**config.mk**
```make
export PLATFORM = sky130hd
export DESIGN_NAME = z80_alu_addsub_seq
export DESIGN_NICKNAME = d
export VERILOG_FILES = /design/src/rtl/z80_alu_pkg.sv /design/src/rtl/z80_alu_slice.sv /design/src/rtl/z80_alu_addsub_seq.sv
export SDC_FILE = /design/constraint.sdc
export NUM_CORES = 1
export LEC_CHECK = 0
export ABC_AREA = 1
export CAP_MARGIN = 25
export CORE_ASPECT_RATIO = 2
export CORE_MARGIN = 1.5
export CORE_UTILIZATION = 55
export DETAILED_ROUTE_END_ITERATION = 10
export GPL_TIMING_DRIVEN = 0
export PLACE_DENSITY = 0.84
export SLEW_MARGIN = 20
export SYNTH_ARGS = -nofsm -noshare
export SYNTH_HDL_FRONTEND = slang
export SYNTH_HIERARCHICAL = 1
export SYNTH_SLANG_ARGS = --single-unit
```
**constraint.sdc**
```tcl
create_clock -name clk -period 6.1 [get_ports clk]
set_input_delay 0.915 -clock clk [delete_from_list [all_inputs] [get_ports clk]]
set_output_delay 0.915 -clock clk [all_outputs]
set_load 0.02 [all_outputs]
```
**src/rtl/z80_alu_pkg.sv**
```systemverilog
// z80_alu_pkg: shared op codes, F-register bit positions and sequencer states for the Z80 add/sub unit
package z80_alu_pkg;
  localparam logic [2:0] OP_ADD = 3'd0;
  localparam logic [2:0] OP_ADC = 3'd1;
  localparam logic [2:0] OP_SUB = 3'd2;
  localparam logic [2:0] OP_SBC = 3'd3;
  localparam logic [2:0] OP_CP  = 3'd4;
  localparam int FLAG_S  = 7;
  localparam int FLAG_Z  = 6;
  localparam int FLAG_H  = 4;
  localparam int FLAG_PV = 2;
  localparam int FLAG_N  = 1;
  localparam int FLAG_C  = 0;
  typedef enum logic [1:0] {S_IDLE, S_RUN, S_DONE} state_t;
endpackage

```
**src/rtl/z80_alu_slice.sv**
```systemverilog
// z80_alu_slice: combinational W-bit ripple adder exposing the carry into its top bit
module z80_alu_slice #(
  parameter int W = 1
) (
  input  logic [W-1:0] a,
  input  logic [W-1:0] b,
  input  logic         ci,
  output logic [W-1:0] s,
  output logic         co,
  output logic         ctop
);
  logic [W:0] c;
  always_comb begin
    c = '0;
    s = '0;
    c[0] = ci;
    for (int i = 0; i < W; i++) begin
      s[i] = a[i] ^ b[i] ^ c[i];
      c[i+1] = (a[i] & b[i]) | (c[i] & (a[i] ^ b[i]));
    end
  end
  assign co = c[W];
  assign ctop = c[W-1];
endmodule

```
**src/rtl/z80_alu_addsub_seq.sv**
```systemverilog
// z80_alu_addsub_seq: multi-cycle sliced ADD/ADC/SUB/SBC/CP with Z80 F-register flags
module z80_alu_addsub_seq
  import z80_alu_pkg::*;
#(
  parameter int WIDTH = 8,
  parameter int SLICE = 1
) (
  input  logic             clk,
  input  logic             reset,
  input  logic             start,
  input  logic [2:0]       op,
  input  logic [WIDTH-1:0] a,
  input  logic [WIDTH-1:0] b,
  input  logic             carry_in,
  output logic             busy,
  output logic             done,
  output logic [WIDTH-1:0] result,
  output logic [7:0]       flags
);
  localparam int NSLICE = WIDTH / SLICE;
  localparam int CW = NSLICE > 1 ? $clog2(NSLICE) : 1;
  state_t state, state_n;
  logic [WIDTH-1:0] a_q, b_q, sum_q, sum_n;
  logic [CW-1:0] count;
  logic carry, is_sub, is_cp, accept, last, sub_d, c0_d, h_raw;
  logic [SLICE-1:0] a_s, b_s, s_s;
  logic co_s, ctop_s;
  logic [7:0] flags_q, flags_n;
  assign accept = start && state != S_RUN;
  assign last = count == CW'(NSLICE - 1);
  assign sub_d = op == OP_SUB || op == OP_SBC || op == OP_CP;
  assign c0_d = op == OP_ADC ? carry_in :
                (op == OP_SUB || op == OP_CP) ? 1'b1 :
                op == OP_SBC ? ~carry_in : 1'b0;
  z80_alu_slice #(.W(SLICE)) u_slice (
    .a(a_s), .b(b_s), .ci(carry), .s(s_s), .co(co_s), .ctop(ctop_s)
  );
  // Carry into bit WIDTH-4 is recovered from the full sum, so H works at any slice size
  always_comb begin
    a_s = a_q[int'(count)*SLICE +: SLICE];
    b_s = b_q[int'(count)*SLICE +: SLICE];
    sum_n = sum_q;
    sum_n[int'(count)*SLICE +: SLICE] = s_s;
    h_raw = a_q[WIDTH-4] ^ b_q[WIDTH-4] ^ sum_n[WIDTH-4];
    flags_n = '0;
    flags_n[FLAG_S] = sum_n[WIDTH-1];
    flags_n[FLAG_Z] = sum_n == '0;
    flags_n[FLAG_H] = h_raw ^ is_sub;
    flags_n[FLAG_PV] = ctop_s ^ co_s;
    flags_n[FLAG_N] = is_sub;
    flags_n[FLAG_C] = co_s ^ is_sub;
    state_n = accept ? S_RUN :
              (state == S_RUN && !last) ? S_RUN :
              state == S_RUN ? S_DONE : S_IDLE;
  end
  always_ff @(posedge clk) begin
    if (reset) begin
      state <= S_IDLE;
      a_q <= '0;
      b_q <= '0;
      sum_q <= '0;
      count <= '0;
      carry <= 1'b0;
      is_sub <= 1'b0;
      is_cp <= 1'b0;
      flags_q <= '0;
    end else begin
      state <= state_n;
      if (accept) begin
        a_q <= a;
        b_q <= sub_d ? ~b : b;
        carry <= c0_d;
        count <= '0;
        is_sub <= sub_d;
        is_cp <= op == OP_CP;
      end else if (state == S_RUN) begin
        sum_q <= sum_n;
        carry <= co_s;
        count <= count + 1'b1;
        if (last) flags_q <= flags_n;
      end
    end
  end
  assign busy = state == S_RUN;
  assign done = state == S_DONE;
  assign result = is_cp ? a_q : sum_q;
  assign flags = flags_q;
endmodule

```
# After elaboration in Yosys (flattened, before gate mapping)
# Index checks and enable logic that the tools add are counted.
# totals
latchBits	0
romBits	0
regBits	38
mem_bits_rw	0
memories	0
inputBits	23
# classes
multipliers	0
n_bitwise	13
magnitude_cmp	0
n_shift	4
n_addsub	2
mux	11
div	0
reduce_logical	12
n_eq_ne	8
# op_table
op	n
3-bit negation with 33-bit output	1
1-bit by 33-bit variable shift with 8-bit output, first input constant	1
1-bit by 33-bit variable part select with 8-bit output	1
8-bit 2-to-1 mux	2
8-bit by 4-bit variable part select with 1-bit output	2
8-bit bitwise mux	1
8-bit zero test	1
8-bit NOT	1
1-bit 2-to-1 mux	7
1-bit bitwise XOR	7
3-bit by 2-bit equality test with 1-bit output, second input constant	2
3-bit equality test, second input constant	2
3-bit by 1-bit adder with 3-bit output, second input constant	1
3-bit by 1-bit equality test with 1-bit output, second input constant	1
1-bit logical OR	3
3-bit AND reduction	1
3-bit OR reduction	1
1-bit bitwise AND	2
2-bit by 1-bit equality test with 1-bit output, second input constant	1
2-bit equality test, second input constant	1
1-bit logical AND	2
2-bit 2-to-1 mux	1
2-bit by 1-bit inequality test with 1-bit output, second input constant	1
1-bit NOT	2
5 further kinds	5

# Depth between registers and ports, before layout
# depth
ltp_word	7
mapped_depth	15

# Modules after synthesis
# The synthesis kept the hierarchy.
# by_module_without_submodules
mod	cells_per_inst	instances	area_per_inst_um2	seq_area_each_um2
z80_alu_addsub_seq	309	1	2080.7	760.7
z80_alu_slice	2	1	27.5	0.0

# Least setup slack after synthesis
# Ideal clock, no wire load.
# synth_path
path_type	reg-to-reg
start	reg count[0]
end	reg flags_q[6] (netlist: flags[6])
required_ns	5.980
arrival_time_ns	2.172
path_slack_ns	3.809
stages_incl_launch_ff	15
path_cell_list	dfxtp_1 inv_2 buf_6 nor2_1 o21ai_0 a21oi_1 a31oi_1 fa_1 inv_2 nor3_1 nand4_1 nand2_1 nor2_1 nand2_1 o21bai_2
# synth_between
elab_chain_cells	6
word_cells_on_any_way	11
classes_between	add/sub: 1; eq/ne: 1; shift: 4; mux: 1; bitwise: 2; reduce/logical: 2
# synth_rtl
item	line_no	text
from (decl)	z80_alu_addsub_seq.sv:24	logic [CW-1:0] count;
from (signal assigned)	z80_alu_addsub_seq.sv:79	count <= count + 1'b1;
8-bit by 4-bit variable part select with 1-bit output	z80_alu_addsub_seq.sv:40	a_s = a_q[int'(count)*SLICE +: SLICE];
net a_s	z80_alu_addsub_seq.sv:26	logic [SLICE-1:0] a_s, b_s, s_s;
1-bit bitwise XOR (2 in series)	z80_alu_slice.sv:18	s[i] = a[i] ^ b[i] ^ c[i];
net s_s	z80_alu_addsub_seq.sv:26	
1-bit by 33-bit variable part select with 8-bit output	z80_alu_addsub_seq.sv:43	sum_n[int'(count)*SLICE +: SLICE] = s_s;
8-bit bitwise mux	z80_alu_addsub_seq.sv:43	
8-bit zero test	z80_alu_addsub_seq.sv:47	flags_n[FLAG_Z] = sum_n == '0;
to (signal assigned)	z80_alu_addsub_seq.sv:80	if (last) flags_q <= flags_n;
to (decl)	z80_alu_addsub_seq.sv:28	logic [7:0] flags_q, flags_n;
# The timed path passes the listed nets, and every way through them passes these cells.
# A chain may end at the register's enable or synchronous reset.

# Worst setup path in the final report
# layout_path
start	reg is_cp
end	out result[2]
# layout_between
elab_chain_cells	1
# layout_rtl
item	line_no	text
from (decl)	z80_alu_addsub_seq.sv:25	logic carry, is_sub, is_cp, accept, last, sub_d, c0_d, h_raw;
from (signal assigned)	z80_alu_addsub_seq.sv:65	is_cp <= 1'b0;
from (signal assigned)	z80_alu_addsub_seq.sv:75	is_cp <= op == OP_CP;
8-bit 2-to-1 mux	z80_alu_addsub_seq.sv:86	assign result = is_cp ? a_q : sum_q;
to (decl)	z80_alu_addsub_seq.sv:17	output logic [WIDTH-1:0] result,
# No other way between the ends.

==> flow_metrics.env <==
export IMPL_status="finished, final reports clean"
export IMPL_worstReg2RegEnd="flags[4]"
export IMPL_synthCells=311
export IMPL_initial_core_util_pct=57.8
export IMPL_cts_hold_buf=0
export IMPL_syn_area_sq_mm=0.00211
export IMPL_stdcell_count=406
export IMPL_tns_ps=0
export IMPL_viasPerCell=5.35
export IMPL_synth_top_family_by_area="simple AND/OR/NAND/NOR gates"
export IMPL_grt_pass1_vias=2028
export IMPL_ys_seq_area_share_pct=36.1
export IMPL_cp_start_kind="flip-flop"
export IMPL_fin_crit_sh_pct=47.0
export IMPL_cp_required_ps=5180
export IMPL_min_period_ps=2870
export IMPL_max_clock_path_buffers=2
export IMPL_yosysWarnings=6
export IMPL_place_congestion=0.912
export IMPL_muxShareOfSynthArea_pct=0
export IMPL_ys_ff_latch=38
export IMPL_placed_cells=398
export IMPL_holdWs_ps=459
export IMPL_dpl_hpwl_um=4140
export IMPL_clk_transition_reported_paths_ps=80
export IMPL_min_path_cells=2
export IMPL_drive_gt1_share_pct=9.24
export IMPL_fp_coreArea_sq_mm=0.00365
export IMPL_cts_tree="built"
export IMPL_synth_simple_area_share_pct=26.6
export IMPL_rrSetupSlack_ps=3380
export IMPL_synthArstFlopShare_pct=0
export IMPL_die_w_um=46.8
export IMPL_cpMaxStageDelayCell="clkdlybuf4s50_1"
export IMPL_holdCritPathClass="reg2reg"
export IMPL_critPathKind="reg2out"
export IMPL_dpl_cell_area_sq_mm=0.00254
export IMPL_multi_input_area_sq_mm=0.00113
export IMPL_drtIter0Drc=52
export IMPL_synth_edf_count=0
export IMPL_remaining_drc_errors=0
export IMPL_nets=385
export IMPL_cellPowerDensity_mw_per_mm2=250
export IMPL_setup_viol_count_final=0
export IMPL_cts_root_buffer="clkbuf_8"
export IMPL_num_rows=31
export IMPL_area_growth_pct=27.4
export IMPL_clock_skew_ps=5.78
export IMPL_cap_violations=0
export IMPL_cts_buffers=5
export IMPL_routed_wl_um=5390
export IMPL_seq_area_sq_um=761
export IMPL_crit_fanout=10
export IMPL_cp_arrival_ps=1950
export IMPL_cp_end_kind="output port"
export IMPL_rsz0062_at_grt="false"
export IMPL_clock_sinks=38
export IMPL_wl_per_cell_um=13.3
export IMPL_post_cts_buffers=0
export IMPL_r2r_start="count[0]"
export IMPL_antennaDiodeCount=0
export IMPL_cts_htree_levels=2
export IMPL_final_core_util_pct=73.7
export IMPL_cp_top_family="buffers and inverters"
export IMPL_yosys_area_share_adder_pct=3.92
export IMPL_ir_drop_mv=0.204
export IMPL_track_usage_pct=28.2
export IMPL_ff2ff_path_depth=15
export IMPL_p_leak_nw=1.16
export IMPL_ys_flop_type="dfxtp_1"
export IMPL_synth_compound_area_share_pct=17.3
export IMPL_fill_cells=319
export IMPL_antenna_found_initial=0
export IMPL_drtAntennaViolNets=0
export IMPL_grt_pass1_wl_um=8830
export IMPL_vias=2173
export IMPL_yosys_area_share_xor_xnor_pct=5.40
export IMPL_dieArea_sq_mm=0.00424
export IMPL_fmax_mhz=349
export IMPL_hold_viol=0
export IMPL_worst_path_buf_inv=2
export IMPL_dr_pass1_iters=5
export IMPL_clock_latency_ps=290
export IMPL_finalInstanceArea_sq_mm=0.00269
export IMPL_hold_start="flags[4]"
export IMPL_die_y_um=90.6
export IMPL_worstPathCellList="clkbuf_1 -> nand2_1 -> o21ai_0 -> clkdlybuf4s50_1"
export IMPL_ctsResizeCount=0
export IMPL_yosysUniqueCellTypes=31
export IMPL_overflow=0
export IMPL_holdPathEnd="flags[4]"
export IMPL_grt_max_degree=13
export IMPL_io_pin_count=41
export IMPL_final_max_slew_violation_count=0
export IMPL_max_stage_delay_ps=640
export IMPL_avgSynthCellArea_sq_um=6.78
export IMPL_port_buffers=37
-- layout make-up --
type / count / area share (%)
Sequential cell: 38 / 28.3
Buffer: 16 / 3.49
Clock inverter: 2 / 2.24
Clock buffer: 6 / 3.07
Tap cell: 49 / 2.28
Multi-Input combinational cell: 224 / 42.1
Inverter: 34 / 4.75
Timing Repair Buffer: 37 / 13.8
-- sequential cells by signal, summed over array words and instances, names as in the netlist, 2 cells and up --
| name | count |
|---|---|
| a_q | 8 |
| b_q | 8 |
| sum_q | 8 |
| flags | 6 |
| count | 3 |
| state | 2 |
-- per-stage QoR --
stage               worst slack [ps]  total power [mW]
global route                    3070             0.696
detailed placement              3410             0.408
finish                          3230             0.670
floorplan                       3810             0.361
global placement                3360             0.405
CTS                             3250             0.670
-- power by group --
part | switching (mW) | internal, mW
clock | 0.0916 | 0.174
combinational | 0.0770 | 0.0549
sequential | 0.0105 | 0.262
total | 0.179 | 0.491
-- synth_stat cells, types with 2 or more instances --
cell type  instances  share of area (%)
xnor2_1            3                1.2
xor2_1            10                4.2
ha_1               5                3.0
nor3_1             2               0.47
a31oi_1            3               0.89
nand4_1            4                1.2
inv_2              5               0.89
nand2_1           73                 13
o21ai_0           36                8.5
nor2_1            39                6.9
nand3_1           13                3.1
inv_1             28                5.0
o22ai_1            2               0.59
clkbuf_1           4               0.71
dfxtp_1           38                 36
a21oi_1           19                4.5
nor2_2             4                1.2
buf_4              5                1.8
buf_2              6                1.4
-- kinds of logic (layout without fill, tap and decap cells) --
kind of cell,count (synthesis),after routing
compound gates,66,66
xor+xnor,13,13
fa+ha+maj,6,6
buf+inv,50,95
flops,38,38
other cells,1,2
simple gates,137,137
-- layout by cell type (no fill, tap or decap), types with 2 or more instances in the layout --
cell and instances:
a31oi_1 3, a21oi_1 19, clkbuf_1 4, nor2_1 39
xor2_1 10, buf_2 6, o21ai_0 36, dfxtp_1 38
nand4_1 4, bufinv_16 2, clkdlybuf4s50_1 37, nand3_1 13
nand2_1 73, inv_1 28, nor2_2 4, nor3_1 2
clkbuf_8 6, conb_1 2, xnor2_1 3, o22ai_1 2
inv_2 5, buf_4 5, ha_1 5
-- per-layer routing --
layer | track usage [%] | vias up | wire length [um]
li1 | - | 1084 | -
met1 | 29.3 | 1009 | 1950
met2 | 49.8 | 60 | 3020
met3 | 3.00 | 20 | 171
met4 | 16.0 | 0 | 250
met5 | 0 | - | 0
-- worst reg2reg max path, stage by stage, from the launching register on --
cell and delay, ps:
dfxtp_1 460, inv_2 120, buf_6 160, nor2_1 70, o21ai_0 80, a21oi_1 160
a31oi_1 80, fa_1 700, inv_2 60, nor3_1 220, nand4_1 180, nand2_1 150
nand2_1 60, nand2_1 70, nand2_1 50, nand2_1 50
-- worst max path at each step --
stage | from | endpoint | slack (ps) | cells past startpoint
6_report | is_cp | result[2] | 3230 | 4
3_5_place_dp | count[0] | flags[6] | 3410 | 14
2_1_floorplan | count[0] | flags[6] | 3810 | 14
5_1_grt | count[0] | flags[4] | 3070 | 15
3_3_place_gp | count[0] | flags[6] | 3360 | 14
4_1_cts | is_cp | result[1] | 3250 | 4
No activity file was read; power rests on OpenSTA's default activity.
